**src/rtl/mips_uart_tx_arbiter.sv**
```systemverilog
// Two-requester round-robin arbiter feeding a byte-wide UART transmitter.
// A granted word is latched, then sent MSB byte first, one ready/done handshake
// per byte. A per-byte watchdog aborts a word whose transmitter stalls.
module mips_uart_tx_arbiter #(
  parameter int unsigned DATA_BITS      = 8,
  parameter int unsigned NBITS          = 32,
  parameter int unsigned TIMEOUT_CYCLES = 1024
) (
  input  logic                 clk,
  input  logic                 reset,
  input  logic [1:0]           i_req,
  input  logic [NBITS-1:0]     i_word0,
  input  logic [NBITS-1:0]     i_word1,
  output logic [1:0]           o_ack,
  output logic                 o_grant,
  output logic                 o_busy,
  output logic                 o_timeout,
  output logic [DATA_BITS-1:0] o_uart_tx_data,
  output logic                 o_uart_tx_ready,
  input  logic                 i_uart_tx_done
);

  localparam int unsigned NumBytes = NBITS / DATA_BITS;
  localparam int unsigned TmoW     = (TIMEOUT_CYCLES > 1) ? $clog2(TIMEOUT_CYCLES) : 1;
  localparam logic [TmoW-1:0] TmoLast  = TmoW'(TIMEOUT_CYCLES - 1);
  localparam logic [2:0]      LastByte = 3'(NumBytes);

  typedef enum logic [1:0] {
    StIdle,
    StSend,
    StWait
  } state_e;

  state_e               state_q, state_d;
  logic [NBITS-1:0]     shift_q, shift_d;
  logic [2:0]           byte_cnt_q, byte_cnt_d;
  logic [TmoW-1:0]      tmo_cnt_q, tmo_cnt_d;
  logic                 last_grant_q, last_grant_d;
  logic [1:0]           ack_q, ack_d;
  logic                 grant_q, grant_d;
  logic                 busy_q, busy_d;
  logic                 timeout_q, timeout_d;
  logic                 ready_q, ready_d;
  logic [DATA_BITS-1:0] data_q, data_d;

  logic                 pick;
  logic [NBITS-1:0]     pick_word;

  // Round-robin choice: the requester that was not served last wins if it asks.
  always_comb begin
    pick      = i_req[~last_grant_q] ? ~last_grant_q : last_grant_q;
    pick_word = pick ? i_word1 : i_word0;
  end

  // Next-state and registered-output logic.
  always_comb begin
    state_d      = state_q;
    shift_d      = shift_q;
    byte_cnt_d   = byte_cnt_q;
    tmo_cnt_d    = tmo_cnt_q;
    last_grant_d = last_grant_q;
    ack_d        = 2'b00;
    grant_d      = grant_q;
    busy_d       = busy_q;
    timeout_d    = timeout_q;
    ready_d      = ready_q;
    data_d       = data_q;

    unique case (state_q)
      StIdle: begin
        busy_d  = 1'b0;
        ready_d = 1'b0;
        // No grant while an ack is still on the wire: the requester has not yet
        // had a chance to drop its request.
        if (i_req != 2'b00 && ack_q == 2'b00) begin
          state_d    = StSend;
          shift_d    = pick_word;
          grant_d    = pick;
          busy_d     = 1'b1;
          byte_cnt_d = '0;
          tmo_cnt_d  = '0;
          data_d     = pick_word[NBITS-1 -: DATA_BITS];
          ready_d    = 1'b1;
        end
      end

      StSend, StWait: begin
        if (tmo_cnt_q == TmoLast) begin
          // Stalled transmitter: abort the word, takes precedence over handshakes.
          state_d      = StIdle;
          ready_d      = 1'b0;
          busy_d       = 1'b0;
          timeout_d    = 1'b1;
          ack_d        = grant_q ? 2'b10 : 2'b01;
          last_grant_d = grant_q;
        end else begin
          tmo_cnt_d = tmo_cnt_q + TmoW'(1);
          if (state_q == StSend) begin
            if (!i_uart_tx_done) begin
              ready_d    = 1'b0;
              byte_cnt_d = byte_cnt_q + 3'd1;
              state_d    = StWait;
            end
          end else if (i_uart_tx_done) begin
            if (byte_cnt_q < LastByte) begin
              shift_d   = shift_q << DATA_BITS;
              data_d    = shift_q[NBITS-DATA_BITS-1 -: DATA_BITS];
              ready_d   = 1'b1;
              tmo_cnt_d = '0;
              state_d   = StSend;
            end else begin
              state_d      = StIdle;
              busy_d       = 1'b0;
              ack_d        = grant_q ? 2'b10 : 2'b01;
              last_grant_d = grant_q;
            end
          end
        end
      end

      default: state_d = StIdle;
    endcase
  end

  // State registers; reset discards any word in flight without an ack.
  always_ff @(posedge clk or posedge reset) begin
    if (reset) begin
      state_q      <= StIdle;
      shift_q      <= '0;
      byte_cnt_q   <= '0;
      tmo_cnt_q    <= '0;
      last_grant_q <= 1'b1;
      ack_q        <= 2'b00;
      grant_q      <= 1'b0;
      busy_q       <= 1'b0;
      timeout_q    <= 1'b0;
      ready_q      <= 1'b0;
      data_q       <= '0;
    end else begin
      state_q      <= state_d;
      shift_q      <= shift_d;
      byte_cnt_q   <= byte_cnt_d;
      tmo_cnt_q    <= tmo_cnt_d;
      last_grant_q <= last_grant_d;
      ack_q        <= ack_d;
      grant_q      <= grant_d;
      busy_q       <= busy_d;
      timeout_q    <= timeout_d;
      ready_q      <= ready_d;
      data_q       <= data_d;
    end
  end

  assign o_ack           = ack_q;
  assign o_grant         = grant_q;
  assign o_busy          = busy_q;
  assign o_timeout       = timeout_q;
  assign o_uart_tx_data  = data_q;
  assign o_uart_tx_ready = ready_q;

endmodule

```
**config.mk**
```make
export PLATFORM = sky130hd
export DESIGN_NAME = mips_uart_tx_arbiter
export DESIGN_NICKNAME = d
export VERILOG_FILES = /design/src/rtl/mips_uart_tx_arbiter.sv
export SDC_FILE = /design/constraint.sdc
export NUM_CORES = 1
export LEC_CHECK = 0
export CAP_MARGIN = 15
export CORE_AREA = 2 2 70 106
export CTS_CLUSTER_DIAMETER = 150
export DETAILED_ROUTE_END_ITERATION = 8
export DIE_AREA = 0 0 72 108
export GPL_TIMING_DRIVEN = 0
export PLACE_DENSITY = 0.76
export SYNTH_ARGS = -nofsm -noshare
export SYNTH_HDL_FRONTEND = slang
export SYNTH_SLANG_ARGS = --single-unit
```
**constraint.sdc**
```tcl
create_clock -name clk -period 2.8 [get_ports clk]
set_input_delay 0.56 -clock clk [delete_from_list [all_inputs] [get_ports clk]]
set_output_delay 0.56 -clock clk [all_outputs]
set_load 0.02 [all_outputs]
```
# Word-level counts from Yosys, hierarchy flattened

Cells that the tools add are included.

Bits in registers: 54
Input port bits: 69
Output and inout bits: 14
Logic and storage cells: 106

Add/sub/neg operators: 2
$lt $le $gt $ge: 2
Equal/unequal tests: 18
Multiplexer cells: 56
Bitwise logic cells: 1
Reductions and logical operators: 16

Operators by type and width:

| operator              | number |
|---|---|
| $mux 24               | 5 |
| $mux 10               | 5 |
| $pmux 24 s2           | 1 |
| $mux 8                | 5 |
| $mux 32               | 1 |
| $mux 2                | 11 |
| $pmux 10 s2           | 1 |
| $mux 1                | 18 |
| $ne 2x2->1 const B    | 9 |
| $pmux 8 s2            | 1 |
| $mux 3                | 4 |
| $ne 4x4->1 const B    | 3 |
| $reduce_and 4->1      | 3 |
| $add 10x1->10 const B | 1 |
| $eq 10x10->1 const B  | 1 |
| $ne 3x3->1 const B    | 3 |
| $pmux 3 s2            | 1 |
| $reduce_and 3->1      | 2 |
| $reduce_and 6->1      | 1 |
| $reduce_bool 2->1     | 3 |
| $reduce_and 5->1      | 1 |
| $logic_not 2->1       | 2 |
| $pmux 1 s2            | 2 |
| $pmux 2 s2            | 1 |
| 9 further kinds       | 10 |

# Longest topological paths before layout

Gate-level depths: netlist of the first run.

Depth after elaboration: 7
Mapped depth: 9
Mapped depth without buffers: 6

# Least setup slack after synthesis of the first run

Ideal clock, no wire load.

Kind: register to register
From: register state_q[0]
To: register data_q[0], in the netlist o_uart_tx_data[0]
Library setup time: 0.125 ns
Arrival: 2.354 ns
Data required time: 2.675 ns
Slack: 0.321 ns
Cell stages (with the launch flop): 9
Path buffers: 2
Period minus slack after synthesis: 2.479 ns
Cell sequence: dfrtp_1 inv_1 ha_1 inv_2 o41a_1 or4_1 buf_2 buf_6 mux2_4

Word-level cells in the longest chain between the ends: 4
Elaborated cells between the ends (all ways): 12
Those cells by class: eq/ne (7); mux (1); reduce/logical (4)

Ends and longest elaborated chain:

| element                                                   | RTL line | text |
|---|---|---|
| start: declaration                                        | 34       | `state_e state_q, state_d;` |
| start signal: assignment                                  | 128      | `state_q <= StIdle;` |
| start signal: assignment                                  | 140      | `state_q <= state_d;` |
| $eq 2x1->1 or $eq 2x2->1 (tied branches)                  | 69, 98   |  |
| $reduce_or 2->1                                           | 69       | `unique case (state_q)` |
| $ne 2x2->1 (no line) or $reduce_bool 2->1 (tied branches) | n/a      |  |
| $reduce_and 6->1 (no line)                                | n/a      |  |
| end signal: assignment                                    | 150      | `data_q <= data_d;` |
| end: declaration                                          | 44       | `logic [DATA_BITS-1:0] data_q, data_d;` |

Parallel ways exist; a longest one is shown, timed or not.
A chain may end at the register's enable or synchronous reset.

# Worst setup path after layout of the first run

From: register state_q[0]
To: register shift_q[6]

Word-level cells in the longest chain between the ends: 4
Elaborated cells between the ends (all ways): 12
Those cells by class: eq/ne (7); mux (1); reduce/logical (4)

Ends and longest elaborated chain:

| element                                                   | RTL line | text |
|---|---|---|
| $eq 2x1->1 or $eq 2x2->1 (tied branches)                  | 69, 98   |  |
| $reduce_or 2->1                                           | 69       |  |
| $ne 2x2->1 (no line) or $reduce_bool 2->1 (tied branches) | n/a      |  |
| $reduce_and 6->1 (no line)                                | n/a      |  |
| end signal: assignment                                    | 141      | `shift_q <= shift_d;` |
| end: declaration                                          | 35       | `logic [NBITS-1:0] shift_q, shift_d;` |

Parallel ways exist; a longest one is shown, timed or not.

==> metrics.txt, run 1 <==
area occupied by multi-input gates 1810 µm²; Post-CTS Setup Repair Bufs 0; WP data arrival 2.89 ns; half-perimeter wire length after detailed placement 7079 µm; number of CTS-inserted buffers 5; Leak 1.854 nW; Post-synth top flop sky130_fd_sc_hd__dfrtp_1; Diodes inserted 0; Cells on Worst Hold Path 1; number of antenna violations at the first check in global routing 0; Worst Clk Skew 0.008158 ns; number of pins exceeding their max-slew limit in the final report 0; final-report setup violation count 0; IO buf count 82; Cell variety after synth 46; Hold Crit Endpoint o_timeout$_DFFE_PP0P_; Ys Warns 0; Max-slew headroom 31.91%; Max-cap violations 0; I/O pin cnt 83; highest cell delay on the worst timing path 0.53 ns; worst path required time 3.00 ns; number of cells traversed by the worst register-to-register path 8; setup repair after global routing missed its margin false; core footprint 6805 µm²; Worst Setup Start Kind flop; synthesis-to-layout area growth 30.47%; capturing point of the worst reg2reg path shift_q[6]$_DFFE_PP0P_; RD Place Congestion 0.9036; final hold vios 0; Yosys reg bits 54; count of filler cells inserted in the layout 567; Synth Instances 351; number of enable flip-flop cells after synthesis 0; Chip Width 72 µm; remaining number of nets flagged by the antenna check after routing 0; Synth Cell Area 3338 µm²; Finished Layout Cells 519; IR Drop Worst-Case VDD 0.6408 mV; area share of the largest cell type after synthesis 39.73%; worst-skew pair later-pin latency 0.31 ns; maximum number of pins on one net before global-route repair 37; CP delay by family, top buffers and inverters; layout cell share with drive strength beyond 1 10.88%; CTS Buffer Depth 2; CTS tree built; Min Clock Period, post-route 2.685 ns; maximum achievable frequency 0.3724 GHz; leading post-synthesis cells by cell area sky130_fd_sc_hd__dfrtp_1 40%, sky130_fd_sc_hd__mux2_4 13%, sky130_fd_sc_hd__nand3_1 5.8%, sky130_fd_sc_hd__o21ai_0 5.5%, sky130_fd_sc_hd__a31oi_1 4.5%; global-route usage over all layers 25.16%; power per cell area 1118 nW/µm²; Via-to-Cell Ratio 6.139; cell at the root of the clock tree sky130_fd_sc_hd__clkbuf_8; Routed WL per cell 18.24 µm; start point of the worst min-delay path o_timeout$_DFFE_PP0P_; starting density of the core 49.05%; Die Span Y 108 µm; FFs w/ async S/R, synth 100.0%; deepest level of the CTS H-tree 2; critical-path cell list inv_1 > ha_2 > inv_2 > o41a_1 > or4_1 > buf_2 > buf_6 > mux2_4; number of sinks handled by clock tree synthesis 54; leftover overflow at the end of global routing 0; launching point of the worst reg2reg path state_q[0]$_DFFE_PP0P_; critical path class flop to flop; wire length reported by the detailed router 9464 µm; slack of the worst reg-to-reg path 0.11 ns; overall power after layout 4.870 mW; Worst-Margin Slew 1.008 ns; type of element capturing the critical path flop; drt pass-1 iters 5; WP buf/inv 4; fraction of the cycle the final worst path needs 95.91%; die footprint 7776 µm²; Net Count, Synth 427; slowest cell on the critical path sky130_fd_sc_hd__o41a_1; placed cell count 512; # rows 37; vias 3186; via count of the first global-routing pass 3240; Clock transition at path regs 0.09 ns; Starting DRT DRC Count 269; first-pass GRT wire length 15280 µm; DRC 0; sequential area share after synthesis 40.52%; leading area contributor after synthesis sky130_fd_sc_hd__dfrtp_1; maximum fanout encountered on the critical timing path 10; area used by sequential logic in the layout 1353 µm²; post-synthesis average cell area 9.511 µm²; type of the worst min-delay path flop to flop; total number of nets in the final design 516; run status completed
## power breakdown
group | leakage [nW] | total (mW) | internal, mW | switching (mW)
Sequential | 0.678 | 1.30 | 1.10 | 0.206
Clock | 0.0395 | 0.434 | 0.179 | 0.255
Combinational | 1.14 | 3.13 | 1.51 | 1.62
Total | 1.85 | 4.87 | 2.79 | 2.08
## repair_timing
item                       in CTS  in global routing
hold buffers                    0                  0
setup endpoints to repair       0                 34
gates resized for setup         0                  1
## Yosys cell counts, types with 4 or more instances
cell / instances
sky130_fd_sc_hd__clkbuf_1: 26
sky130_fd_sc_hd__a21oi_1: 10
sky130_fd_sc_hd__nand4_1: 5
sky130_fd_sc_hd__mux2_4: 30
sky130_fd_sc_hd__o21ai_0: 37
sky130_fd_sc_hd__inv_1: 10
sky130_fd_sc_hd__ha_1: 7
sky130_fd_sc_hd__o22ai_1: 5
sky130_fd_sc_hd__nand3_1: 39
sky130_fd_sc_hd__nor2_1: 31
sky130_fd_sc_hd__or4_1: 7
sky130_fd_sc_hd__a31oi_1: 24
sky130_fd_sc_hd__mux2i_1: 4
sky130_fd_sc_hd__dfrtp_1: 53
sky130_fd_sc_hd__mux2_1: 4
sky130_fd_sc_hd__nand2_1: 5
sky130_fd_sc_hd__a211oi_1: 6
sky130_fd_sc_hd__nand2b_1: 6
## worst max path at each step
stage,from,end,slack (ns),cells past startpoint
floorplan,state_q[0]$_DFFE_PP0P_,o_uart_tx_data[0]$_DFFE_PP0P_,0.32,8
global placement,reset,shift_q[12]$_DFFE_PP0P_,-0.15,2
detailed placement,i_req[1],o_uart_tx_data[5]$_DFFE_PP0P_,-0.13,7
CTS,state_q[1]$_DFFE_PP0P_,shift_q[6]$_DFFE_PP0P_,0.05,9
global route,state_q[0]$_DFFE_PP0P_,shift_q[6]$_DFFE_PP0P_,0.02,8
finish,state_q[0]$_DFFE_PP0P_,shift_q[6]$_DFFE_PP0P_,0.11,8
## placed cells by master (no fill, tap or decap), types with 3 or more instances in the layout
cell,Yosys,final
sky130_fd_sc_hd__nor2_1,31,31
sky130_fd_sc_hd__o21ai_0,37,37
sky130_fd_sc_hd__buf_6,3,3
sky130_fd_sc_hd__o22ai_1,5,5
sky130_fd_sc_hd__mux2_1,4,4
sky130_fd_sc_hd__nand2_1,5,5
sky130_fd_sc_hd__a31oi_1,24,24
sky130_fd_sc_hd__a211oi_1,6,6
sky130_fd_sc_hd__nand3_1,39,39
sky130_fd_sc_hd__nor3_1,3,3
sky130_fd_sc_hd__nand4_1,5,5
sky130_fd_sc_hd__inv_1,10,9
sky130_fd_sc_hd__or4_1,7,7
sky130_fd_sc_hd__a21oi_1,10,10
sky130_fd_sc_hd__clkdlybuf4s50_1,0,82
sky130_fd_sc_hd__or3_1,3,3
sky130_fd_sc_hd__mux2i_1,4,4
sky130_fd_sc_hd__nand2b_1,6,6
sky130_fd_sc_hd__ha_1,7,6
sky130_fd_sc_hd__clkbuf_1,26,28
sky130_fd_sc_hd__dfrtp_1,53,53
sky130_fd_sc_hd__mux2_4,30,30
sky130_fd_sc_hd__clkbuf_8,0,5
## registers in the layout, summed over array words and instances (netlist names)
register,flops
o_uart_tx_ready,1
o_busy,1
shift_q,24
byte_cnt_q,3
last_grant_q,1
tmo_cnt_q,10
o_grant,1
o_timeout,1
state_q,2
o_uart_tx_data,8
o_ack,2
## per-stage QoR
step	hold slack [ns]	instance area [µm²]	util (%)	setup slack [ns]	setup TNS [ns]
floorplan	0.4572	3338	-	0.3206	0
global placement	0.4475	4257	62.55	-0.1466	-11.30
detailed placement	0.4460	4277	62.84	-0.1256	-3.264
CTS	0.4718	4357	64.02	0.04727	0
global route	0.4873	4355	64.00	0.02077	0
finish	0.4643	4355	64.00	0.1146	0
## cell type report
type,count,share of cell area (%)
multi-input combinational,256,41.57
sequential,54,31.05
inverter,11,0.9480
buffer,29,3.045
clock buffer,8,1.839
timing repair buffer,83,19.30
tap,78,2.241
## worst reg2reg max path, delay by kind of cell, from the launching register on
family | cells | cell delay (ns)
compound gates | 1 | 0.53
fa+ha+maj | 1 | 0.25
buf+inv | 4 | 0.55
flops | 1 | 0.42
mux | 1 | 0.31
simple gates | 1 | 0.52
## cell families after synthesis
| kind of cell | Yosys count | share of synthesized area (%) |
|---|---|---|
| DFF | 54 | 40.52 |
| and+or+nand+nor | 109 | 16.64 |
| adders and majority gates | 7 | 2.624 |
| buffers and inverters | 41 | 5.322 |
| AOI/OAI and AO/OA | 100 | 18.18 |
| muxes | 40 | 16.72 |
## routing by layer
layer / track usage [%] / wire length [µm]
met5: 0 / 0
met4: 13.07 / 392
met3: 4.007 / 588
met2: 43.65 / 4682
met1: 29.53 / 3801
Note: power is estimated with default switching activity, not from simulation.
==> run 2: changes to the inputs <==
- CAP_MARGIN: 15 -> 20
- CORE_AREA: 2 2 70 106 -> 2 2 68 103
- DIE_AREA: 0 0 72 108 -> 0 0 70 105
- DONT_BUFFER_PORTS: not set -> 1
- GPL_ROUTABILITY_DRIVEN: not set -> 0
- PLACE_DENSITY: 0.76 -> 0.64
==> run 2 against run 1 <==
Effect of this change:
- register-to-register slack improved by 0.07 ns
- via count fell by 12%
- worst setup slack improved by 0.067 ns
- clock skew shrank 0.0017 ns
- routed wire length shrank 6.5%
- largest cell class unchanged
- flip-flop and latch count is the same
- utilization fell by 8.3 points
- die area is 5.5% lower
- final cell count fell by 16%
- worst hold slack got worse by 0.32 ns
- power is 3.7% lower
- sequential power is 8% higher
==> metrics.txt, run 2 (synthesized netlist as in run 1, its figures left out) <==
run status completed; number of sinks handled by clock tree synthesis 54; Worst-Margin Slew 0.9883 ns; type of element capturing the critical path flop; final hold vios 0; setup repair after global routing missed its margin false; Worst Clk Skew 0.006418 ns; drt pass-1 iters 6; critical-path cell list inv_1 > ha_2 > inv_2 > o41a_1 > or4_1 > buf_2 > buf_6 > mux2_4; maximum fanout encountered on the critical timing path 10; layout cell share with drive strength beyond 1 13.93%; CTS Buffer Depth 2; Leak 1.547 nW; number of pins exceeding their max-slew limit in the final report 0; Clock transition at path regs 0.10 ns; leftover overflow at the end of global routing 0; remaining number of nets flagged by the antenna check after routing 0; Die Span Y 105 µm; wire length reported by the detailed router 8850 µm; launching point of the worst reg2reg path state_q[1]$_DFFE_PP0P_; Max-slew headroom 33.25%; via count of the first global-routing pass 2881; WP data arrival 2.82 ns; slowest cell on the critical path sky130_fd_sc_hd__or4_1; area occupied by multi-input gates 1810 µm²; Max-cap violations 0; number of cells traversed by the worst register-to-register path 8; Starting DRT DRC Count 186; critical path class flop to flop; met3 Resource Use GR 4.918%; register bank with the most flops shift_q; global-route usage over all layers 24.51%; CTS tree built; DRC 0; maximum number of pins on one net before global-route repair 34; capturing point of the worst reg2reg path shift_q[19]$_DFFE_PP0P_; IO buf count 0; leading cell type in the layout, fill and taps excluded sky130_fd_sc_hd__dfrtp_1; number of antenna violations at the first check in global routing 0; met2 usage 44.49%; type of the worst min-delay path input port to async pin; number of CTS-inserted buffers 5; first-pass GRT wire length 14370 µm; aggregate negative setup slack 0 ns; Worst Setup Start Kind flop; Post-CTS Setup Repair Bufs 0; half-perimeter wire length after detailed placement 6613 µm; overall power after layout 4.691 mW; cell at the root of the clock tree sky130_fd_sc_hd__clkbuf_8; area used by sequential logic in the layout 1353 µm²; final-report setup violation count 0; slack of the worst reg-to-reg path 0.18 ns; # rows 36; layer with the highest usage after global routing met2; WP buf/inv 4; I/O pin cnt 83; die footprint 7350 µm²; IR Drop Worst-Case VDD 0.5727 mV; max FFs per register 24; synthesis-to-layout area growth 6.709%; setup slack after placement 0.01090 ns; maximum achievable frequency 0.3819 GHz; fraction of the cycle the final worst path needs 93.53%; CP delay by family, top simple AND/OR/NAND/NOR gates; Min Clock Period, post-route 2.619 ns; highest cell delay on the worst timing path 0.55 ns; power per cell area 1317 nW/µm²; Routed WL per cell 20.34 µm; count of filler cells inserted in the layout 599; total number of nets in the final design 434; worst path required time 3.00 ns; smallest setup slack after layout 0.1813 ns; met1 Use GR 28.47%; Diodes inserted 0; worst-skew pair later-pin latency 0.31 ns; vias 2796; starting density of the core 52.19%; leading cell types in the layout, fill and taps excluded 53 x sky130_fd_sc_hd__dfrtp_1, 39 x sky130_fd_sc_hd__nand3_1, 37 x sky130_fd_sc_hd__o21ai_0, 31 x sky130_fd_sc_hd__nor2_1, 30 x sky130_fd_sc_hd__mux2_4; core footprint 6396 µm²; Via-to-Cell Ratio 6.428; deepest level of the CTS H-tree 2; Chip Width 70 µm
-- run 2: final cells by class --
type	count	area share, %
Buffer	29	3.723
Clock buffer	6	2.037
Clock inverter	2	1.054
Inverter	11	1.159
Multi-Input combinational cell	256	50.83
Sequential cell	54	37.97
Tap cell	76	2.669
Timing Repair Buffer	1	0.5620
-- run 2: worst register-to-register path: cells and delay by family, from the launching register on --
kind / cells / cell delay [ns]
simple gates: 1 / 0.55
buf+inv: 4 / 0.54
flops: 1 / 0.44
compound gates: 1 / 0.43
mux: 1 / 0.31
fa+ha+maj: 1 / 0.24
-- run 2: timing repair --
item                                   in CTS  in global routing
endpoints found under the hold margin       0                  0
gates cloned                                0                  0
pin swaps                                   0                  1
hold buffers                                0                  0
gates resized for setup                     0                  1
setup endpoints to repair                   1                 30
-- run 2: where the power goes --
group,leakage [nW],internal (mW),switching (mW)
registers,0.678,1.10,0.316
logic,0.817,1.29,1.45
clock network,0.0514,0.267,0.261
-- run 2: per-stage QoR --
stage	util, %	area, µm²	cells	hold slack (ns)
after detailed placement	53.99	3453	428	0.4762
after floorplan	-	3338	351	0.4572
after global routing	55.69	3562	435	0.1807
after CTS	55.65	3560	435	0.1561
final	55.69	3562	435	0.1452
after global placement	53.68	3433	427	0.4660
-- run 2: worst max-delay path by stage --
| stage | startpoint | endpoint | slack (ns) | cells past startpoint |
|---|---|---|---|---|
| after floorplan | state_q[0]$_DFFE_PP0P_ | o_uart_tx_data[0]$_DFFE_PP0P_ | 0.32 | 8 |
| after global placement | state_q[1]$_DFFE_PP0P_ | o_uart_tx_data[0]$_DFFE_PP0P_ | 0.04 | 9 |
| after detailed placement | state_q[1]$_DFFE_PP0P_ | shift_q[6]$_DFFE_PP0P_ | 0.01 | 9 |
| after CTS | state_q[1]$_DFFE_PP0P_ | shift_q[19]$_DFFE_PP0P_ | 0.03 | 8 |
| after global routing | state_q[1]$_DFFE_PP0P_ | shift_q[19]$_DFFE_PP0P_ | 0.07 | 8 |
| final | state_q[1]$_DFFE_PP0P_ | shift_q[19]$_DFFE_PP0P_ | 0.18 | 8 |
-- run 2: layer usage --
metal	part of all wire (%)	vias up
met2	53	91
li1	-	1313
met3	4.8	17
met4	2.6	0
met5	0	-
met1	39	1375
==> run 3: changes to the inputs <==
- MAX_ROUTING_LAYER: not set -> met4
==> run 3 against run 2 <==
Effect of this change:
- utilization unchanged
- power increased by 0.13%
- cell area unchanged
- clock skew increased by 0.00064 ns
- maximum frequency decreased by 0.26%
- final cell count unchanged
- count of clock-buffer cells in the layout unchanged
- routed wire length increased by 0.40%
- largest power group unchanged
==> metrics.txt, run 3 (synthesized netlist as in run 1, its figures left out) <==
Worst Clk Skew 0.007054 ns; maximum number of pins on one net before global-route repair 34; type of element capturing the critical path flop; run status completed; number of CTS-inserted buffers 5; # rows 36; Leak 1.547 nW; first-pass GRT wire length 14390 µm; worst hold slack 0.1434 ns; Max-slew headroom 33.95%; WP data arrival 2.82 ns; maximum fanout encountered on the critical timing path 10; I/O pin cnt 83; CTS tree built; clock power share 11.2%; Diodes inserted 0; Min Clock Period, post-route 2.626 ns; overall power after layout 4.697 mW; setup repair after global routing missed its margin false; Worst Setup Start Kind flop; final hold vios 0; deepest level of the CTS H-tree 2; via count of the first global-routing pass 2884; maximum achievable frequency 0.3809 GHz; DRC 0; capturing point of the worst reg2reg path shift_q[6]$_DFFE_PP0P_; slack of the worst reg-to-reg path 0.17 ns; core footprint 6396 µm²; hold buffer count at CTS 0; worst path required time 3.00 ns; layout cell share with drive strength beyond 1 13.93%; Via-to-Cell Ratio 6.384; area used by sequential logic in the layout 1353 µm²; Clock transition at path regs 0.10 ns; drt pass-1 iters 4; Routed WL per cell 20.43 µm; power per cell area 1319 nW/µm²; synthesis-to-layout area growth 6.709%; Switch Pwr 2.038 mW; sequential fraction of design power 30.1%; number of antenna violations at the first check in global routing 0; starting density of the core 52.19%; vias 2777; worst-skew pair later-pin latency 0.31 ns; wire length reported by the detailed router 8885 µm; Internal 2.660 mW; type of the worst min-delay path input port to async pin; die footprint 7350 µm²; half-perimeter wire length after detailed placement 6613 µm; number of cells traversed by the worst register-to-register path 8; number of pins exceeding their max-slew limit in the final report 0; IO buf count 0; leading cell types in the layout, fill and taps excluded 53 x sky130_fd_sc_hd__dfrtp_1, 39 x sky130_fd_sc_hd__nand3_1, 37 x sky130_fd_sc_hd__o21ai_0, 31 x sky130_fd_sc_hd__nor2_1, 30 x sky130_fd_sc_hd__mux2_4; CTS Buffer Depth 2; Starting DRT DRC Count 213; critical path class flop to flop; Chip Width 70 µm; total number of nets in the final design 434; number of sinks handled by clock tree synthesis 54; global-route usage over all layers 25.23%; leftover overflow at the end of global routing 0; Max-cap violations 0; share of power burned in combinational logic 58.7%; IR Drop Worst-Case VDD 0.5732 mV; cell at the root of the clock tree sky130_fd_sc_hd__clkbuf_8; switching part of the total 43.38%; Worst-Margin Slew 0.9779 ns; area occupied by multi-input gates 1810 µm²; final-report setup violation count 0; post-route core utilization 55.69%; fraction of the cycle the final worst path needs 93.77%; aggregate negative setup slack 0 ns; register bank with the most flops shift_q; count of filler cells inserted in the layout 599; Die Span Y 105 µm; remaining number of nets flagged by the antenna check after routing 0; max FFs per register 24; launching point of the worst reg2reg path state_q[1]$_DFFE_PP0P_; leading cell type in the layout, fill and taps excluded sky130_fd_sc_hd__dfrtp_1
-- run 3: stage by stage --
step                      std cells  instance area (µm²)  setup slack (ns)
after floorplan                 351                 3338            0.3206
after global placement          427                 3433           0.04418
after detailed placement        428                 3453           0.01090
after CTS                       435                 3560           0.02612
after global routing            435                 3562           0.07416
final                           435                 3562            0.1743
-- run 3: power by group through the flow --
stage | logic (mW) | registers [mW] | clock network [mW]
after detailed placement | 2.73 | 1.43 | 0
final | 2.76 | 1.41 | 0.528
after floorplan | 2.19 | 1.36 | 0
after global routing | 3.04 | 1.45 | 0.568
after global placement | 2.70 | 1.42 | 0
after CTS | 2.75 | 1.41 | 0.545
-- run 3: cell type report --
| cell class | instances | area share [%] |
|---|---|---|
| plain buffers | 29 | 3.723 |
| clock buffers | 6 | 2.037 |
| clock inverters | 2 | 1.054 |
| inverters | 11 | 1.159 |
| multi-input cells | 256 | 50.83 |
| flip-flops and latches | 54 | 37.97 |
| well taps | 76 | 2.669 |
| repair buffers | 1 | 0.5620 |
-- run 3: worst max path at each step --
stage                      startpoint                       endpoint  slack, ns  cells past startpoint
2_1_floorplan  state_q[0]$_DFFE_PP0P_  o_uart_tx_data[0]$_DFFE_PP0P_       0.32                      8
3_3_place_gp   state_q[1]$_DFFE_PP0P_  o_uart_tx_data[0]$_DFFE_PP0P_       0.04                      9
3_5_place_dp   state_q[1]$_DFFE_PP0P_         shift_q[6]$_DFFE_PP0P_       0.01                      9
4_1_cts        state_q[1]$_DFFE_PP0P_        shift_q[19]$_DFFE_PP0P_       0.03                      8
5_1_grt        state_q[1]$_DFFE_PP0P_        shift_q[19]$_DFFE_PP0P_       0.07                      8
6_report       state_q[1]$_DFFE_PP0P_         shift_q[6]$_DFFE_PP0P_       0.17                      8
-- run 3: critical path, cell delays in order, from the launching register on --
cell and delay (ns):
sky130_fd_sc_hd__dfrtp_1 0.44, sky130_fd_sc_hd__inv_1 0.12, sky130_fd_sc_hd__ha_2 0.24, sky130_fd_sc_hd__inv_2 0.07
sky130_fd_sc_hd__o41a_1 0.44, sky130_fd_sc_hd__or4_1 0.55, sky130_fd_sc_hd__buf_2 0.19, sky130_fd_sc_hd__buf_6 0.17
sky130_fd_sc_hd__mux2_4 0.30
-- run 3: repair_timing --
item / CTS / global route
cloned: 0 / 0
endpoints found under the setup margin: 1 / 30
setup buffers: 0 / 0
resized for setup: 0 / 1
pin swaps: 0 / 1
-- run 3: per-layer routing --
layer | up-vias | wire [µm] | part of all wire, % | global-route usage, %
met4 | 0 | 184 | 2.1 | 7.830
met1 | 1369 | 3409 | 38 | 28.60
li1 | 1310 | - | - | -
met2 | 86 | 4813 | 54 | 44.49
met3 | 12 | 478 | 5.4 | 4.918
met5 | - | 0 | 0 | -
